--- src/rtl/rocketcpu_wb_initiator_if.sv ---
// Command/response stream and Wishbone classic bus bundle for rocketcpu_wb_initiator.
// master = initiator side, slave = command source, response sink and bus responder.
interface rocketcpu_wb_initiator_if;
    logic        i_cmd_valid;
    logic        o_cmd_ready;
    logic        i_cmd_we;
    logic [31:0] i_cmd_adr;
    logic [31:0] i_cmd_dat;
    logic [3:0]  i_cmd_sel;
    logic        o_rsp_valid;
    logic        i_rsp_ready;
    logic [31:0] o_rsp_dat;
    logic        o_rsp_err;
    logic [31:0] o_wb_adr;
    logic [31:0] o_wb_dat;
    logic [3:0]  o_wb_sel;
    logic        o_wb_we;
    logic        o_wb_cyc;
    logic        o_wb_stb;
    logic [31:0] i_wb_rdt;
    logic        i_wb_ack;

    modport master (
        input  i_cmd_valid, i_cmd_we, i_cmd_adr, i_cmd_dat, i_cmd_sel, i_rsp_ready,
        input  i_wb_rdt, i_wb_ack,
        output o_cmd_ready, o_rsp_valid, o_rsp_dat, o_rsp_err,
        output o_wb_adr, o_wb_dat, o_wb_sel, o_wb_we, o_wb_cyc, o_wb_stb
    );

    modport slave (
        output i_cmd_valid, i_cmd_we, i_cmd_adr, i_cmd_dat, i_cmd_sel, i_rsp_ready,
        output i_wb_rdt, i_wb_ack,
        input  o_cmd_ready, o_rsp_valid, o_rsp_dat, o_rsp_err,
        input  o_wb_adr, o_wb_dat, o_wb_sel, o_wb_we, o_wb_cyc, o_wb_stb
    );
endinterface

--- src/rtl/rocketcpu_wb_initiator.sv ---
// Wishbone classic single-transfer initiator; optional ack timeout via WB_INITIATOR_TIMEOUT_EN.
// Latency: bus cycle starts the cycle after command accept, response the cycle after ack/timeout.
// Backpressure: one outstanding transfer; o_cmd_ready stays low until the response is consumed.
module rocketcpu_wb_initiator #(
    parameter int unsigned TIMEOUT = 255
) (
    input  logic                   i_wb_clk,
    input  logic                   i_wb_rst_n,
    rocketcpu_wb_initiator_if.master bus
);

    if (TIMEOUT < 1 || TIMEOUT > 65535) begin : g_bad_timeout
        $error("rocketcpu_wb_initiator: TIMEOUT must be in 1..65535");
    end

    typedef enum logic [1:0] {
        IDLE = 2'd0,
        BUS  = 2'd1,
        RESP = 2'd2
    } state_t;

    state_t      state_q, state_d;
    logic        cmd_ready_q, cmd_ready_d;
    logic        rsp_valid_q, rsp_valid_d;
    logic [31:0] rsp_dat_q, rsp_dat_d;
    logic        rsp_err_q, rsp_err_d;
    logic [31:0] wb_adr_q, wb_adr_d;
    logic [31:0] wb_dat_q, wb_dat_d;
    logic [3:0]  wb_sel_q, wb_sel_d;
    logic        wb_we_q, wb_we_d;
    logic        wb_cyc_q, wb_cyc_d;
    logic        timeout_hit;

`ifdef WB_INITIATOR_TIMEOUT_EN
    localparam int unsigned CNT_W = $clog2(TIMEOUT + 1);
    logic [CNT_W-1:0] cnt_q, cnt_d;

    // Firing at TIMEOUT-1 makes the bus cycle last exactly TIMEOUT cycles.
    assign timeout_hit = (cnt_q == CNT_W'(TIMEOUT - 1));
`else
    assign timeout_hit = 1'b0;
`endif

    always_comb begin
        state_d     = state_q;
        cmd_ready_d = cmd_ready_q;
        rsp_valid_d = rsp_valid_q;
        rsp_dat_d   = rsp_dat_q;
        rsp_err_d   = rsp_err_q;
        wb_adr_d    = wb_adr_q;
        wb_dat_d    = wb_dat_q;
        wb_sel_d    = wb_sel_q;
        wb_we_d     = wb_we_q;
        wb_cyc_d    = wb_cyc_q;
`ifdef WB_INITIATOR_TIMEOUT_EN
        cnt_d       = cnt_q;
`endif
        case (state_q)
            IDLE: begin
                if (bus.i_cmd_valid) begin
                    wb_adr_d    = bus.i_cmd_adr;
                    wb_dat_d    = bus.i_cmd_dat;
                    wb_sel_d    = bus.i_cmd_sel;
                    wb_we_d     = bus.i_cmd_we;
                    wb_cyc_d    = 1'b1;
                    cmd_ready_d = 1'b0;
`ifdef WB_INITIATOR_TIMEOUT_EN
                    cnt_d       = '0;
`endif
                    state_d     = BUS;
                end
            end
            BUS: begin
                // Ack has priority over a coinciding timeout.
                if (bus.i_wb_ack) begin
                    rsp_dat_d   = wb_we_q ? 32'd0 : bus.i_wb_rdt;
                    rsp_err_d   = 1'b0;
                    wb_cyc_d    = 1'b0;
                    rsp_valid_d = 1'b1;
                    state_d     = RESP;
                end else if (timeout_hit) begin
                    rsp_dat_d   = 32'd0;
                    rsp_err_d   = 1'b1;
                    wb_cyc_d    = 1'b0;
                    rsp_valid_d = 1'b1;
                    state_d     = RESP;
                end else begin
`ifdef WB_INITIATOR_TIMEOUT_EN
                    if (cnt_q != {CNT_W{1'b1}}) begin
                        cnt_d = cnt_q + 1'b1;
                    end
`endif
                end
            end
            RESP: begin
                if (bus.i_rsp_ready) begin
                    rsp_valid_d = 1'b0;
                    cmd_ready_d = 1'b1;
                    state_d     = IDLE;
                end
            end
            default: begin
                state_d     = IDLE;
                cmd_ready_d = 1'b1;
                rsp_valid_d = 1'b0;
                wb_cyc_d    = 1'b0;
            end
        endcase
    end

    always_ff @(posedge i_wb_clk) begin
        if (!i_wb_rst_n) begin
            state_q     <= IDLE;
            cmd_ready_q <= 1'b1;
            rsp_valid_q <= 1'b0;
            rsp_dat_q   <= 32'd0;
            rsp_err_q   <= 1'b0;
            wb_adr_q    <= 32'd0;
            wb_dat_q    <= 32'd0;
            wb_sel_q    <= 4'd0;
            wb_we_q     <= 1'b0;
            wb_cyc_q    <= 1'b0;
`ifdef WB_INITIATOR_TIMEOUT_EN
            cnt_q       <= '0;
`endif
        end else begin
            state_q     <= state_d;
            cmd_ready_q <= cmd_ready_d;
            rsp_valid_q <= rsp_valid_d;
            rsp_dat_q   <= rsp_dat_d;
            rsp_err_q   <= rsp_err_d;
            wb_adr_q    <= wb_adr_d;
            wb_dat_q    <= wb_dat_d;
            wb_sel_q    <= wb_sel_d;
            wb_we_q     <= wb_we_d;
            wb_cyc_q    <= wb_cyc_d;
`ifdef WB_INITIATOR_TIMEOUT_EN
            cnt_q       <= cnt_d;
`endif
        end
    end

    assign bus.o_cmd_ready = cmd_ready_q;
    assign bus.o_rsp_valid = rsp_valid_q;
    assign bus.o_rsp_dat   = rsp_dat_q;
    assign bus.o_rsp_err   = rsp_err_q;
    assign bus.o_wb_adr    = wb_adr_q;
    assign bus.o_wb_dat    = wb_dat_q;
    assign bus.o_wb_sel    = wb_sel_q;
    assign bus.o_wb_we     = wb_we_q;
    assign bus.o_wb_cyc    = wb_cyc_q;
    assign bus.o_wb_stb    = wb_cyc_q;

endmodule
--- src/flat_wrapper.sv ---
// flat-port wrapper written by rule: the top's interface ports become plain ports
module rocketcpu_wb_initiator_flat 
#(
    parameter int unsigned TIMEOUT = 255
)
  (i_wb_clk, i_wb_rst_n, bus_i_cmd_valid, bus_i_cmd_we, bus_i_cmd_adr, bus_i_cmd_dat, bus_i_cmd_sel, bus_i_rsp_ready, bus_i_wb_rdt, bus_i_wb_ack, bus_o_cmd_ready, bus_o_rsp_valid, bus_o_rsp_dat, bus_o_rsp_err, bus_o_wb_adr, bus_o_wb_dat, bus_o_wb_sel, bus_o_wb_we, bus_o_wb_cyc, bus_o_wb_stb);
  rocketcpu_wb_initiator_if bus_i ();
  input  logic i_wb_clk;
  input  logic i_wb_rst_n;
  input wire logic [$bits(bus_i.i_cmd_valid)-1:0] bus_i_cmd_valid;
  input wire logic [$bits(bus_i.i_cmd_we)-1:0] bus_i_cmd_we;
  input wire logic [$bits(bus_i.i_cmd_adr)-1:0] bus_i_cmd_adr;
  input wire logic [$bits(bus_i.i_cmd_dat)-1:0] bus_i_cmd_dat;
  input wire logic [$bits(bus_i.i_cmd_sel)-1:0] bus_i_cmd_sel;
  input wire logic [$bits(bus_i.i_rsp_ready)-1:0] bus_i_rsp_ready;
  input wire logic [$bits(bus_i.i_wb_rdt)-1:0] bus_i_wb_rdt;
  input wire logic [$bits(bus_i.i_wb_ack)-1:0] bus_i_wb_ack;
  output wire logic [$bits(bus_i.o_cmd_ready)-1:0] bus_o_cmd_ready;
  output wire logic [$bits(bus_i.o_rsp_valid)-1:0] bus_o_rsp_valid;
  output wire logic [$bits(bus_i.o_rsp_dat)-1:0] bus_o_rsp_dat;
  output wire logic [$bits(bus_i.o_rsp_err)-1:0] bus_o_rsp_err;
  output wire logic [$bits(bus_i.o_wb_adr)-1:0] bus_o_wb_adr;
  output wire logic [$bits(bus_i.o_wb_dat)-1:0] bus_o_wb_dat;
  output wire logic [$bits(bus_i.o_wb_sel)-1:0] bus_o_wb_sel;
  output wire logic [$bits(bus_i.o_wb_we)-1:0] bus_o_wb_we;
  output wire logic [$bits(bus_i.o_wb_cyc)-1:0] bus_o_wb_cyc;
  output wire logic [$bits(bus_i.o_wb_stb)-1:0] bus_o_wb_stb;
  assign bus_i.i_cmd_valid = bus_i_cmd_valid;
  assign bus_i.i_cmd_we = bus_i_cmd_we;
  assign bus_i.i_cmd_adr = bus_i_cmd_adr;
  assign bus_i.i_cmd_dat = bus_i_cmd_dat;
  assign bus_i.i_cmd_sel = bus_i_cmd_sel;
  assign bus_i.i_rsp_ready = bus_i_rsp_ready;
  assign bus_i.i_wb_rdt = bus_i_wb_rdt;
  assign bus_i.i_wb_ack = bus_i_wb_ack;
  assign bus_o_cmd_ready = bus_i.o_cmd_ready;
  assign bus_o_rsp_valid = bus_i.o_rsp_valid;
  assign bus_o_rsp_dat = bus_i.o_rsp_dat;
  assign bus_o_rsp_err = bus_i.o_rsp_err;
  assign bus_o_wb_adr = bus_i.o_wb_adr;
  assign bus_o_wb_dat = bus_i.o_wb_dat;
  assign bus_o_wb_sel = bus_i.o_wb_sel;
  assign bus_o_wb_we = bus_i.o_wb_we;
  assign bus_o_wb_cyc = bus_i.o_wb_cyc;
  assign bus_o_wb_stb = bus_i.o_wb_stb;
  rocketcpu_wb_initiator #(.TIMEOUT(TIMEOUT)) u_core (.i_wb_clk(i_wb_clk), .i_wb_rst_n(i_wb_rst_n), .bus(bus_i));
endmodule
--- config.mk ---
export PLATFORM = sky130hd
export DESIGN_NAME = rocketcpu_wb_initiator_flat
export DESIGN_NICKNAME = d
export VERILOG_FILES = /design/src/rtl/rocketcpu_wb_initiator_if.sv /design/src/rtl/rocketcpu_wb_initiator.sv /design/src/flat_wrapper.sv
export SDC_FILE = /design/constraint.sdc
export NUM_CORES = 1
export LEC_CHECK = 0
export ABC_AREA = 1
export BUFFER_PORTS_ARGS = -buffer_cell sky130_fd_sc_hd__buf_2
export CAP_MARGIN = 20
export CORE_MARGIN = 10
export CORE_UTILIZATION = 40
export CTS_CLUSTER_DIAMETER = 200
export DETAILED_ROUTE_END_ITERATION = 12
export PLACE_DENSITY = 0.83
export SLEW_MARGIN = 0
export SYNTH_ARGS = -nofsm -noshare
export SYNTH_HDL_FRONTEND = slang
export SYNTH_SLANG_ARGS = --single-unit
--- constraint.sdc ---
create_clock -name i_wb_clk -period 1.64 [get_ports i_wb_clk]
set_input_delay 0.328 -clock i_wb_clk [delete_from_list [all_inputs] [get_ports i_wb_clk]]
set_output_delay 0.328 -clock i_wb_clk [all_outputs]
set_load 0.01 [all_outputs]
Word level (Yosys, flattened, before mapping)
Cells that the tools add are included.
{"block": "word_totals", "register_bits": 106, "word_cells": 38, "output_inout_bits": 106, "inputBits": 106}
{"block": "op_classes", "eq_ne": 5, "n_mux": 14, "bitwise_logic": 3, "reduce_logical": 7}
{"op": "two-way mux 32 bit", "n": 1}
{"op": "AND reduction 3 bit", "n": 4}
{"op": "case mux 1 bit (3 select lines)", "n": 3}
{"op": "two-way mux 1 bit", "n": 6}
{"op": "two-way mux 2 bit", "n": 3}
{"op": "!= test 2 bit, second input constant", "n": 3}
{"op": "case mux 2 bit (3 select lines)", "n": 1}
{"op": "AND reduction 2 bit", "n": 2}
{"op": "NOT 1 bit", "n": 3}
{"op": "equality test 2 x 1 -> 1 bit, second input constant", "n": 1}
{"op": "equality test 2 bit, second input constant", "n": 1}
{"op": "zero test 2 bit", "n": 1}

Depth between registers and ports, before layout
Gate-level depths: netlist of run 1.
{"block": "depth", "depth_word": 3, "mapped_depth": 7, "ltp_nobuf": 6}

Worst setup path before layout of run 1
OpenSTA, ideal clock, no wires.
{"block": "synth_timing", "kind": "flip-flop to flip-flop", "from": "register u_core.state_q[1]", "to": "register u_core.wb_adr_q[22] (netlist: u_core.bus.o_wb_adr[22])", "t_required_ns": 1.524, "n_path_buf": 2, "setup_time_ns": 0.116, "synth_period_minus_slack_ns": 1.131, "slack_ns": 0.509, "t_arrival_ns": 1.015, "path_stages_with_launch": 8, "cell_sequence": "dfxtp_1 -> inv_2 -> nand3_4 -> inv_2 -> buf_6 -> buf_6 -> nor2_2 -> nor2_1"}
{"block": "synth_via", "elab_chain_len": 2}
{"item": "from (decl)", "line_no": "rocketcpu_wb_initiator.sv:22", "rtl": "state_t state_q, state_d;"}
{"item": "from (signal assigned)", "line_no": "rocketcpu_wb_initiator.sv:127", "rtl": "state_q <= state_d;"}
{"item": "zero test 2 bit", "line_no": "rocketcpu_wb_initiator.sv:58", "rtl": "case (state_q)"}
{"item": "AND reduction 2 bit (no source line)"}
{"item": "to (signal assigned)", "line_no": "rocketcpu_wb_initiator.sv:132", "rtl": "wb_adr_q <= wb_adr_d;"}
{"item": "to (decl)", "line_no": "rocketcpu_wb_initiator.sv:27", "rtl": "logic [31:0] wb_adr_q, wb_adr_d;"}
Every way passes these cells.
A chain may end at the register's enable or synchronous reset.

Worst setup path after layout of run 1
{"block": "layout_timing", "from": "register u_core.state_q[1]", "to": "register u_core.wb_adr_q[4] (netlist: u_core.bus.o_wb_adr[4])"}
The elaborated chain is that of the path after synthesis.

==> key figures, run 1 <==
Floorplan
  – I/O pins: approximately 210
  – Core Box Area: ~9300 µm²
  – Rows: 35
  – Starting Density: between 40 and 50%
  – Die height: approximately 120 µm
  – Die X: 118 µm
  – Die ar.: roughly 14000 µm²

Worst setup path
  – WP data required: roughly 1900 ps
  – Crit end category: register
  – Crit path kind: reg -> reg
  – Worst R2R Path Depth: 5
  – Nature of the critical path startpoint: register
  – CP Max Fanout: 43
  – Critical Path AT: 1630 ps
  – R2R Path End: u_core.bus.o_wb_adr[4]
  – RR Startpoint: u_core.state_q[1]
  – Worst reg2reg setup slack: approximately 290 ps

Job
  – Max-cap check violation count: 0

Global routing
  – Vias in the first global route: around 3800
  – Tot GR Track Use: between 15 and 20%
  – Total gr overflow: 0
  – Largest net degree at the start of global routing: 54
  – Global-route wire length before repair: 19500 µm
  – Antenna violations before repair: 0

Timing
  – PnR worst setup slack: between 200 and 300 ps
  – Final Cycle Share: roughly 82%
  – Final Hold Fails: 0
  – Worst Hold Slack: 217 ps
  – Final Setup Violations: 0
  – Fin crit period: around 1300 ps
  – Final Skew: between 10 and 15 ps
  – Final setup TNS: 0 ps
  – Max Clk Rate: around 740 MHz
  – RSZ-0062 raised after global routing: no
  – Final number of max-transition violations: 0

Clock tree
  – Post-cts resize count: 0
  – Hold-fix buffers at CTS: 0
  – Worst skew pair latency: approximately 350 ps
  – TritonCTS clock tree: done
  – CTS HTree Levels: 3
  – CTS sink cnt: roughly 110
  – Reg clk slew, reported paths: 100 ps
  – Post-CTS Setup Inserts: 0
  – Clk root buf: clkbuf_8
  – Maximum buffer depth of the clock tree: 2
  – Number of CTS-inserted buffers: 9

Logic synthesis
  – Syn Inst Count: approximately 480
  – Post-synthesis xor/xnor area fraction: 0%
  – Sequential element share of the synthesized area: 55.2%
  – Warnings from Yosys: 0
  – Syn nets: between 500 and 600
  – Synthesized cell area: 3850 µm²
  – Post-synthesis mux area share: 0%
  – Synth cell types: 23
  – Area share of fa/ha/maj cells after synthesis: 0%
  – Simple-gate portion of the synthesized area: between 20% and 30%
  – Main combinational cell family by area after synthesis: simple AND/OR/NAND/NOR gates
  – Seq cells post-synth: about 110
  – Synth Area in Compound Gates: between 10% and 20%
  – Syn_area_per_cell: a little over 8 µm²

Final layout
  – Sequential cell area: 2120 µm²
  – # diodes: 0
  – Net count, final: a little under 800
  – Area of the multi-input gates: roughly 1500 µm²
  – Final Util: 55.1%
  – Fill cell count: 896
  – Layout area overhead: 33.0%
  – Fraction of layout cells with a size suffix above 1: between 30% and 40%

Drt
  – Wire per inst: 15.3 µm
  – DR pass1 iterations: 5
  – Drt drc: 0
  – Via-per-instance ratio: about 4.9
  – Initial drt markers: roughly 230
  – Final wirelength: approximately 12000 µm
  – ANT nets after route: 0
  – Via count: between 3000 and 4000

Power
  – LEAKAGE: between 2 and 2.5 nW
  – Max IR drop VDD: 513 µV
  – PwrDens: roughly 1000 nW/µm²

Status
  – Status: complete, no violations

Placement
  – Setup WS pre-CTS: between 300 and 400 ps
  – Gp weighted congestion: roughly 0.77
  – Hpwl dp: between 9000 and 10000 µm
  – PortBufs: 210

Worst hold path
  – Min-Delay Endpoint: u_core.bus.o_wb_adr[17]
  – Worst Hold Class: in -> reg
  – Hold path cells: 3
  – Worst hold start: bus_i_cmd_adr[17]
-- report_power, final --
part           internal [W]  total, W  switching [W]
Clock              0.000534   0.00139       0.000856
Sequential          0.00276   0.00286      0.0000964
Combinational      0.000388  0.000947       0.000559
-- layout make-up --
| class | count | share of cell area [%] |
|---|---|---|
| Sequential cell | 106 | 41.5 |
| Multi-Input combinational cell | 323 | 29.0 |
| Timing Repair Buffer | 220 | 22.8 |
| Tap cell | 129 | 3.16 |
| Clock buffer | 9 | 2.42 |
| Clock inverter | 4 | 0.612 |
| Inverter | 7 | 0.514 |
-- logic make-up after synthesis --
group / count (synthesis)
and+or+nand+nor: 213
DFF: 106
other: 1
buffers and inverters: 47
AOI/OAI and AO/OA: 109
-- per-layer routing --
| metal | GRT usage (%) | wire (µm) | vias to the layer above |
|---|---|---|---|
| met5 | 0 | 0 | - |
| met4 | 7.34 | 320 | 0 |
| met3 | 4.36 | 740 | 25 |
| met2 | 28.9 | 6230 | 159 |
| met1 | 18.5 | 4900 | 1776 |
| li1 | - | - | 1945 |
-- per-stage QoR --
stage	std cells	power, W	area [µm²]
6_report	798	0.00520	5110
5_1_grt	798	0.00547	5110
4_1_cts	798	0.00526	5110
3_5_place_dp	785	0.00388	4960
3_3_place_gp	785	0.00384	4960
2_1_floorplan	476	0.00345	3850
-- critical path: stages, from the launching register on --
cell     delay, ps
dfxtp_1        480
inv_2           90
nand3_4        110
buf_4          350
o21ai_0        150
nor2_1          90
-- registers in the layout, indices dropped and copies added (netlist names) --
register and flops:
u_core.bus.o_rsp_dat 32, u_core.bus.o_wb_adr 32, u_core.bus.o_wb_dat 32, u_core.bus.o_wb_sel 4, u_core.state_q 2, u_core.bus.o_cmd_ready 1, u_core.bus.o_rsp_valid 1, u_core.bus.o_wb_cyc 1
u_core.bus.o_wb_we 1
-- cells in the final DEF (no fill, tap or decap) --
cell type	netlist	layout
inv_1	3	3
o21ai_0	70	70
inv_2	3	3
a21o_1	1	1
clkbuf_8	0	9
buf_2	16	210
conb_1	1	1
clkinv_1	1	1
inv_6	0	1
nand3b_1	1	1
nand2_2	1	1
nor2_4	1	1
nor2_2	10	10
nand4_1	32	32
dfxtp_1	106	106
nand2_1	40	40
buf_12	0	3
buf_4	5	7
nand3_4	1	1
a21oi_1	37	37
nand3_1	1	1
clkinvlp_4	0	3
nor2_1	126	126
o21ai_1	1	1
-- synthesized netlist by cell type, drive strengths merged --
cell	n	area, µm²
a21o	1	7.51
conb	1	3.75
o21ai	71	355
nand3b	1	7.51
nand4	32	200
clkbuf	16	61.3
a21oi	37	185
nand2	41	156
nand3	2	22.5
nor2	137	547
clkinv	1	3.75
buf	24	151
dfxtp	106	2120
inv	6	22.5
-- how the worst max path moves through the flow --
stage	startpoint	endpoint	slack [ps]	cells past startpoint
after global routing	u_core.state_q[1]	u_core.bus.o_wb_adr[11]	120	5
after global placement	u_core.state_q[1]	u_core.bus.o_wb_adr[8]	380	5
after floorplan	u_core.state_q[1]	u_core.bus.o_wb_adr[22]	510	7
after CTS	u_core.state_q[1]	u_core.bus.o_wb_adr[10]	300	5
after detailed placement	u_core.state_q[1]	u_core.bus.o_wb_dat[15]	310	5
final	u_core.state_q[1]	u_core.bus.o_wb_adr[4]	290	5
No activity file was read; power rests on OpenSTA's default activity.
==> run 2, diff against run 1 <==
==> constraint.sdc (replaced) <==
create_clock -name i_wb_clk -period 1.3 [get_ports i_wb_clk]
set_input_delay 0.26 -clock i_wb_clk [delete_from_list [all_inputs] [get_ports i_wb_clk]]
set_output_delay 0.26 -clock i_wb_clk [all_outputs]
set_load 0.01 [all_outputs]
==> run 2 against run 1 <==
Compared with the run above:
- sequential share of layout area down 1.1 points
- setup slack worse by 220 ps
- critical path type unchanged
- largest power group unchanged
- utilization up 1.5 points
- first-iteration DRC count up 31%
==> key figures, run 2 (synthesis gave the netlist of run 1 again) <==
Final layout
  – Net count, final: ~800
  – Fraction of layout cells with a size suffix above 1: between 30% and 40%
  – Most common cell after layout, fill and taps aside: buf_2
  – Most frequent cells in the layout: 210 x buf_2, 126 x nor2_1, 106 x dfxtp_1
  – # diodes: 0
  – Fill cell count: roughly 890
  – Layout area overhead: 36.6%

Timing
  – Fin crit period: roughly 1200 ps
  – Worst Hold Slack: ~150 ps
  – Final Skew: 13.3 ps
  – Final setup TNS: 0 ps
  – RSZ-0062 raised after global routing: yes
  – Final Hold Fails: 0
  – Final Setup Violations: 0
  – Final number of max-transition violations: 0
  – Max Clk Rate: ~820 MHz
  – PnR worst setup slack: 73.8 ps
  – Final Cycle Share: a little over nine tenths

Worst hold path
  – Worst Hold Class: in -> reg

Floorplan
  – I/O pins: approximately 210
  – Rows: 35
  – Die ar.: ~14000 µm²
  – Die X: ~120 µm
  – Die height: roughly 120 µm
  – Core Box Area: 9280 µm²
  – Starting Density: 41.4%

Global routing
  – Total gr overflow: 0
  – Tot GR Track Use: around 17%
  – Largest net degree at the start of global routing: 68
  – Vias in the first global route: between 3000 and 4000
  – Antenna violations before repair: 0
  – Global-route wire length before repair: between 15000 and 20000 µm

Worst setup path
  – Worst path slowest cell: dfxtp_1
  – WP data required: around 1600 ps
  – Crit end category: register
  – Worst path max stage delay: roughly 330 ps
  – Critical path cell sequence: buf_4 > nor2_4 > buf_4 > nand4_1 > a21oi_1
  – Buf/Inv on CP: 2
  – Nature of the critical path startpoint: register
  – Critical Path AT: 1500 ps
  – Crit path kind: reg -> reg
  – CP top delay family: buffers and inverters
  – CP Max Fanout: 20
  – Most frequent CP cell: buf_4

Status
  – Status: complete, no violations

Clock tree
  – Worst skew pair latency: 350 ps
  – CTS HTree Levels: 3
  – TritonCTS clock tree: done
  – Clk root buf: clkbuf_8
  – Reg clk slew, reported paths: about 100 ps
  – Number of CTS-inserted buffers: 9
  – Maximum buffer depth of the clock tree: 2
  – Post-CTS Setup Inserts: 0
  – Hold-fix buffers at CTS: 0
  – CTS sink cnt: between 100 and 150

Drt
  – Drt drc: 0
  – DR pass1 iterations: 5
  – Final wirelength: around 13000 µm
  – Via-per-instance ratio: 4.89
  – Initial drt markers: 300
  – Wire per inst: 15.5 µm
  – Via count: approximately 3900
  – ANT nets after route: 0

Power
  – Max IR drop VDD: between 600 and 700 µV
  – PwrDens: ~1300 nW/µm²
  – LEAKAGE: 2.52 nW

Placement
  – Setup WS pre-CTS: around 85 ps
  – Gp weighted congestion: between 0.7 and 0.8
  – PortBufs: 210
  – Hpwl dp: roughly 9600 µm

Job
  – Max-cap check violation count: 0
run 2: changes by cell type in the layout (fill, tap and decap cells not counted), sizes merged:
cell / change
buf: +5
clkinv: +2
clkinvlp: -3
bufinv: +2
clkbuf: +2
inv: -1
run 2: power breakdown:
group	internal (W)	switching, W
clock	0.00109	0.00107
combinational	0.000526	0.000724
sequential	0.00349	0.000120
run 2: layout make-up:
cell class | instances | area, µm² | area share, %
Clock buffer | 11 | 131 | 2.50
Clock inverter | 4 | 77.6 | 1.48
Inverter | 7 | 28.8 | 0.548
Multi-Input combinational cell | 323 | 1490 | 28.3
Sequential cell | 106 | 2120 | 40.4
Tap cell | 129 | 161 | 3.07
Timing Repair Buffer | 225 | 1250 | 23.7
run 2: metal layers:
| layer | vias up | track usage (%) | wire length (µm) |
|---|---|---|---|
| met3 | 28 | 5.08 | 878 |
| met5 | - | 0 | 0 |
| met1 | 1796 | 17.9 | 4730 |
| met4 | 0 | 7.42 | 311 |
| met2 | 151 | 30.8 | 6580 |
| li1 | 1960 | - | - |
run 2: repair_timing:
item / in CTS / in global routing
gates resized for setup: 0 / 6
endpoints found under the setup margin: 0 / 7
endpoints found under the hold margin: 0 / 0
run 2: per-stage QoR:
stage	cells	power, W	instance area, µm²	utilization [%]
detailed placement	790	0.00494	5030	54.2
finish	805	0.00701	5250	56.6
CTS	805	0.00708	5240	56.5
global route	805	0.00739	5250	56.6
global placement	790	0.00488	5030	54.2
floorplan	476	0.00435	3850	-
run 2: final timing paths:
path                                start                  endpoint  slack (ps)  cells after the start
setup / recovery        u_core.state_q[1]  u_core.bus.o_rsp_dat[19]          70                      5
hold / removal          bus_i_cmd_adr[17]   u_core.bus.o_wb_adr[17]         150                      3
setup reg to reg        u_core.state_q[1]  u_core.bus.o_rsp_dat[19]          70                      5
hold reg to reg   u_core.bus.o_rsp_dat[0]   u_core.bus.o_rsp_dat[0]         470                      2
run 2: worst reg2reg max path: cells and delay by family (launching register included):
family / cells / cell delay [ps]
AO/OA/AOI/OAI: 1 / 160
flip-flops: 1 / 330
AND/OR/NAND/NOR: 2 / 240
buffers and inverters: 2 / 400
==> run 3, diff against run 2 <==
--- a/config.mk
+++ b/config.mk
@@ -5,14 +5,14 @@
 export SDC_FILE = /design/constraint.sdc
 export NUM_CORES = 1
 export LEC_CHECK = 0
-export ABC_AREA = 1
 export BUFFER_PORTS_ARGS = -buffer_cell sky130_fd_sc_hd__buf_2
 export CAP_MARGIN = 20
 export CORE_MARGIN = 10
 export CORE_UTILIZATION = 40
 export CTS_CLUSTER_DIAMETER = 200
+export CTS_CLUSTER_SIZE = 14
 export DETAILED_ROUTE_END_ITERATION = 12
-export PLACE_DENSITY = 0.83
+export PLACE_DENSITY = 0.81
 export SLEW_MARGIN = 0
 export SYNTH_ARGS = -nofsm -noshare
 export SYNTH_HDL_FRONTEND = slang
==> run 3 against run 2 <==
Compared with the run above:
- first-iteration DRC count shrank 45%
- die area increased by 11%
- routed wire length about the same
- global-route usage is 1.9 points lower
- fmax decreased by 0.56%
- non-clock buffer count rose by 9
- clock skew down 3.0 ps
- largest power group unchanged
- flip-flop and latch count is the same
- setup slack got worse by 6.9 ps
==> key figures, run 3 <==
Worst setup path
  – WP data required: 1040 ps
  – Critical path cell sequence: buf_12 > buf_6
  – Worst Setup SP: u_core.bus.o_wb_we
  – Worst path max stage delay: around 360 ps
  – Levels on crit path: 2
  – Crit path capture: bus_o_wb_we
  – Worst reg2reg setup slack: ~67 ps
  – Worst path slowest cell: dfxtp_4
  – CP Max Fanout: 17
  – CP top delay family: flip-flops
  – RR Startpoint: u_core.state_q[1]
  – Critical Path AT: slightly below 1000 ps
  – Crit path kind: reg -> out
  – Nature of the critical path startpoint: register
  – Crit end category: output pin
  – Buf/Inv on CP: 2
  – R2R Path End: u_core.bus.o_wb_dat[13]
  – Worst R2R Path Depth: 4

Power
  – Sequential Power Share: around 52%
  – Max IR drop VDD: approximately 560 µV
  – Switch share: between 20% and 30%
  – LEAKAGE: 2.85 nW
  – Switch Pwr: around 0.0018 W
  – Int Pwr: 0.00503 W
  – Comb power frac: a little under a fifth
  – Clk network pwr share: just under 30%
  – PwrDens: 1170 nW/µm²

Drt
  – DR pass1 iterations: 4
  – Drt drc: 0
  – ANT nets after route: 0
  – Wire per inst: around 15 µm
  – Via-per-instance ratio: around 4.7
  – Via count: approximately 3800
  – Final wirelength: around 13000 µm
  – Initial drt markers: 166

Worst hold path
  – Worst Hold Class: in -> reg
  – Hold path cells: 3

Logic synthesis
  – Syn_area_per_cell: approximately 9.4 µm²
  – Area contributors post-synth: dfxtp_1 49%, mux2i_1 23%, nand2_1 15%
  – Synth Flop Type: dfxtp_1
  – Warnings from Yosys: 0
  – Sequential element share of the synthesized area: 48.5%
  – Synth cell types: 21
  – Synth Area in Compound Gates: under 10%
  – Synth area leader: dfxtp_1
  – Simple-gate portion of the synthesized area: 21.3%
  – Syn Inst Count: about 470
  – Seq cells post-synth: 106
  – Most frequent cells after synthesis: 172 x nand2_1, 106 x dfxtp_1, 101 x mux2i_1
  – Syn nets: 571
  – Main combinational cell family by area after synthesis: multiplexers
  – Area share of fa/ha/maj cells after synthesis: 0%
  – Count leader, synth: nand2_1
  – FFs w/ async S/R, synth: 0%
  – EDFF count, synth: 0
  – Post-synthesis xor/xnor area fraction: 0%
  – Top cell type's share of synthesized area: between 40% and 50%
  – Post-synthesis mux area share: between 20% and 30%
  – Synthesized cell area: ~4400 µm²

Final layout
  – Final cell count without fillers: roughly 810
  – Fraction of layout cells with a size suffix above 1: a little under two fifths
  – Area of the multi-input gates: about 2000 µm²
  – Sequential cell area: roughly 2100 µm²
  – Net count, final: just under 800
  – Final Util: a little over half
  – Most frequent cells in the layout: 208 x buf_2, 172 x nand2_1, 103 x dfxtp_1
  – # diodes: 0
  – Layout area overhead: 34.0%
  – Finished Cell Area: just under 6000 µm²
  – Fill cell count: slightly below 1000
  – Most common cell after layout, fill and taps aside: buf_2

Floorplan
  – Starting Density: between 40 and 50%
  – Core Box Area: 10800 µm²
  – I/O pins: approximately 210
  – Rows: 38
  – Die X: between 100 and 150 µm
  – Die ar.: approximately 16000 µm²
  – Die height: approximately 120 µm

Timing
  – Final Setup Violations: 0
  – Final number of max-transition violations: 0
  – PnR worst setup slack: approximately 67 ps
  – Fin crit period: about 1200 ps
  – Max Clk Rate: 811 MHz
  – Final Cycle Share: 94.9%
  – Final Hold Fails: 0
  – RSZ-0062 raised after global routing: yes
  – Worst Hold Slack: between 100 and 150 ps
  – Final Skew: 10.3 ps

Job
  – Max-cap check violation count: 0

Placement
  – DP Cell Count: just under 800
  – Placed Area: ~5600 µm²
  – Setup WS pre-CTS: -9.10 ps
  – Hpwl dp: between 9000 and 10000 µm
  – PortBufs: 210
  – Gp weighted congestion: roughly 0.83

Global routing
  – Antenna violations before repair: 0
  – Vias in the first global route: around 4000
  – Largest net degree at the start of global routing: 77
  – Total gr overflow: 0
  – Tot GR Track Use: 15.2%
  – Global-route wire length before repair: roughly 20000 µm

Clock tree
  – Worst skew pair latency: about 350 ps
  – Reg clk slew, reported paths: approximately 90 ps
  – Clk root buf: clkbuf_8
  – TritonCTS clock tree: done
  – CTS sink cnt: between 100 and 150
  – CTS HTree Levels: 3
  – Maximum buffer depth of the clock tree: 2
  – Number of CTS-inserted buffers: 9

Status
  – Status: complete, no violations
-- run 3: cell count changes after synthesis, sizes merged, moves of 2 or more --
cell    change
a21oi      -37
buf         +3
clkbuf      -3
inv         -5
mux2i     +101
nand2     +131
nand3       -2
nand3b     +31
nand4      -32
nor2      -136
nor3b       +2
o21a        +3
o21ai      -70
-- run 3: metal layers --
metal  global-route usage, %  part of all wire (%)  vias up  wire length (µm)
met1                    18.5                    43     1748              5330
met3                    5.45                   8.6       12              1070
met2                    24.6                    48      149              5950
met4                    4.66                   1.3        0               159
met5                       0                     0        -                 0
li1                        -                     -     1921                 -
-- run 3: worst reg2reg max path, cell delays in order, from the launching register on --
cell	delay, ps
dfxtp_2	360
nor3b_4	230
buf_6	170
buf_12	170
mux2i_1	230
-- run 3: power groups by stage --
stage	clock network [W]	logic [W]	registers, W
3_5_place_dp	0	0.00124	0.00365
4_1_cts	0.00205	0.00128	0.00358
2_1_floorplan	0	0.000603	0.00374
3_3_place_gp	0	0.00120	0.00364
6_report	0.00198	0.00128	0.00358
5_1_grt	0.00219	0.00140	0.00360
-- run 3: repair_timing --
item	in CTS	in global routing
pin swaps	1	0
gates cloned	1	1
endpoints found under the setup margin	8	7
hold buffers	0	0
gates resized for setup	7	1
buffers inserted	0	2
-- run 3: final cells by class --
| cell class | count | share of cell area (%) |
|---|---|---|
| sequential | 106 | 36.3 |
| multi-input combinational | 318 | 34.2 |
| timing repair buffer | 234 | 23.3 |
| tap | 140 | 2.99 |
| clock buffer | 12 | 2.48 |
| clock inverter | 3 | 0.683 |
| inverter | 1 | 0.0640 |
-- run 3: worst min-delay path by stage --
stage	start	endpoint	slack [ps]
global route	bus_i_cmd_dat[30]	u_core.bus.o_wb_dat[30]	120
floorplan	bus_i_wb_ack	u_core.state_q[0]	380
detailed placement	u_core.bus.o_wb_dat[10]	u_core.bus.o_wb_dat[10]	440
finish	bus_i_cmd_we	u_core.bus.o_wb_we	140
global placement	u_core.bus.o_rsp_dat[1]	u_core.bus.o_rsp_dat[1]	440
CTS	bus_i_wb_ack	u_core.state_q[0]	110
-- run 3: through the flow --
step | setup TNS, ps | total power, W
after global routing | -21.4 | 0.00719
after CTS | 0 | 0.00691
final | 0 | 0.00684
after global placement | 0 | 0.00484
after floorplan | 0 | 0.00435
after detailed placement | -9.10 | 0.00489
-- run 3: kinds of logic (layout without fill, tap and decap cells) --
kind of cell | after synthesis | count (layout)
compound gates | 7 | 7
buf+inv | 41 | 250
flops | 106 | 106
mux | 101 | 101
other cells | 1 | 1
simple gates | 209 | 209
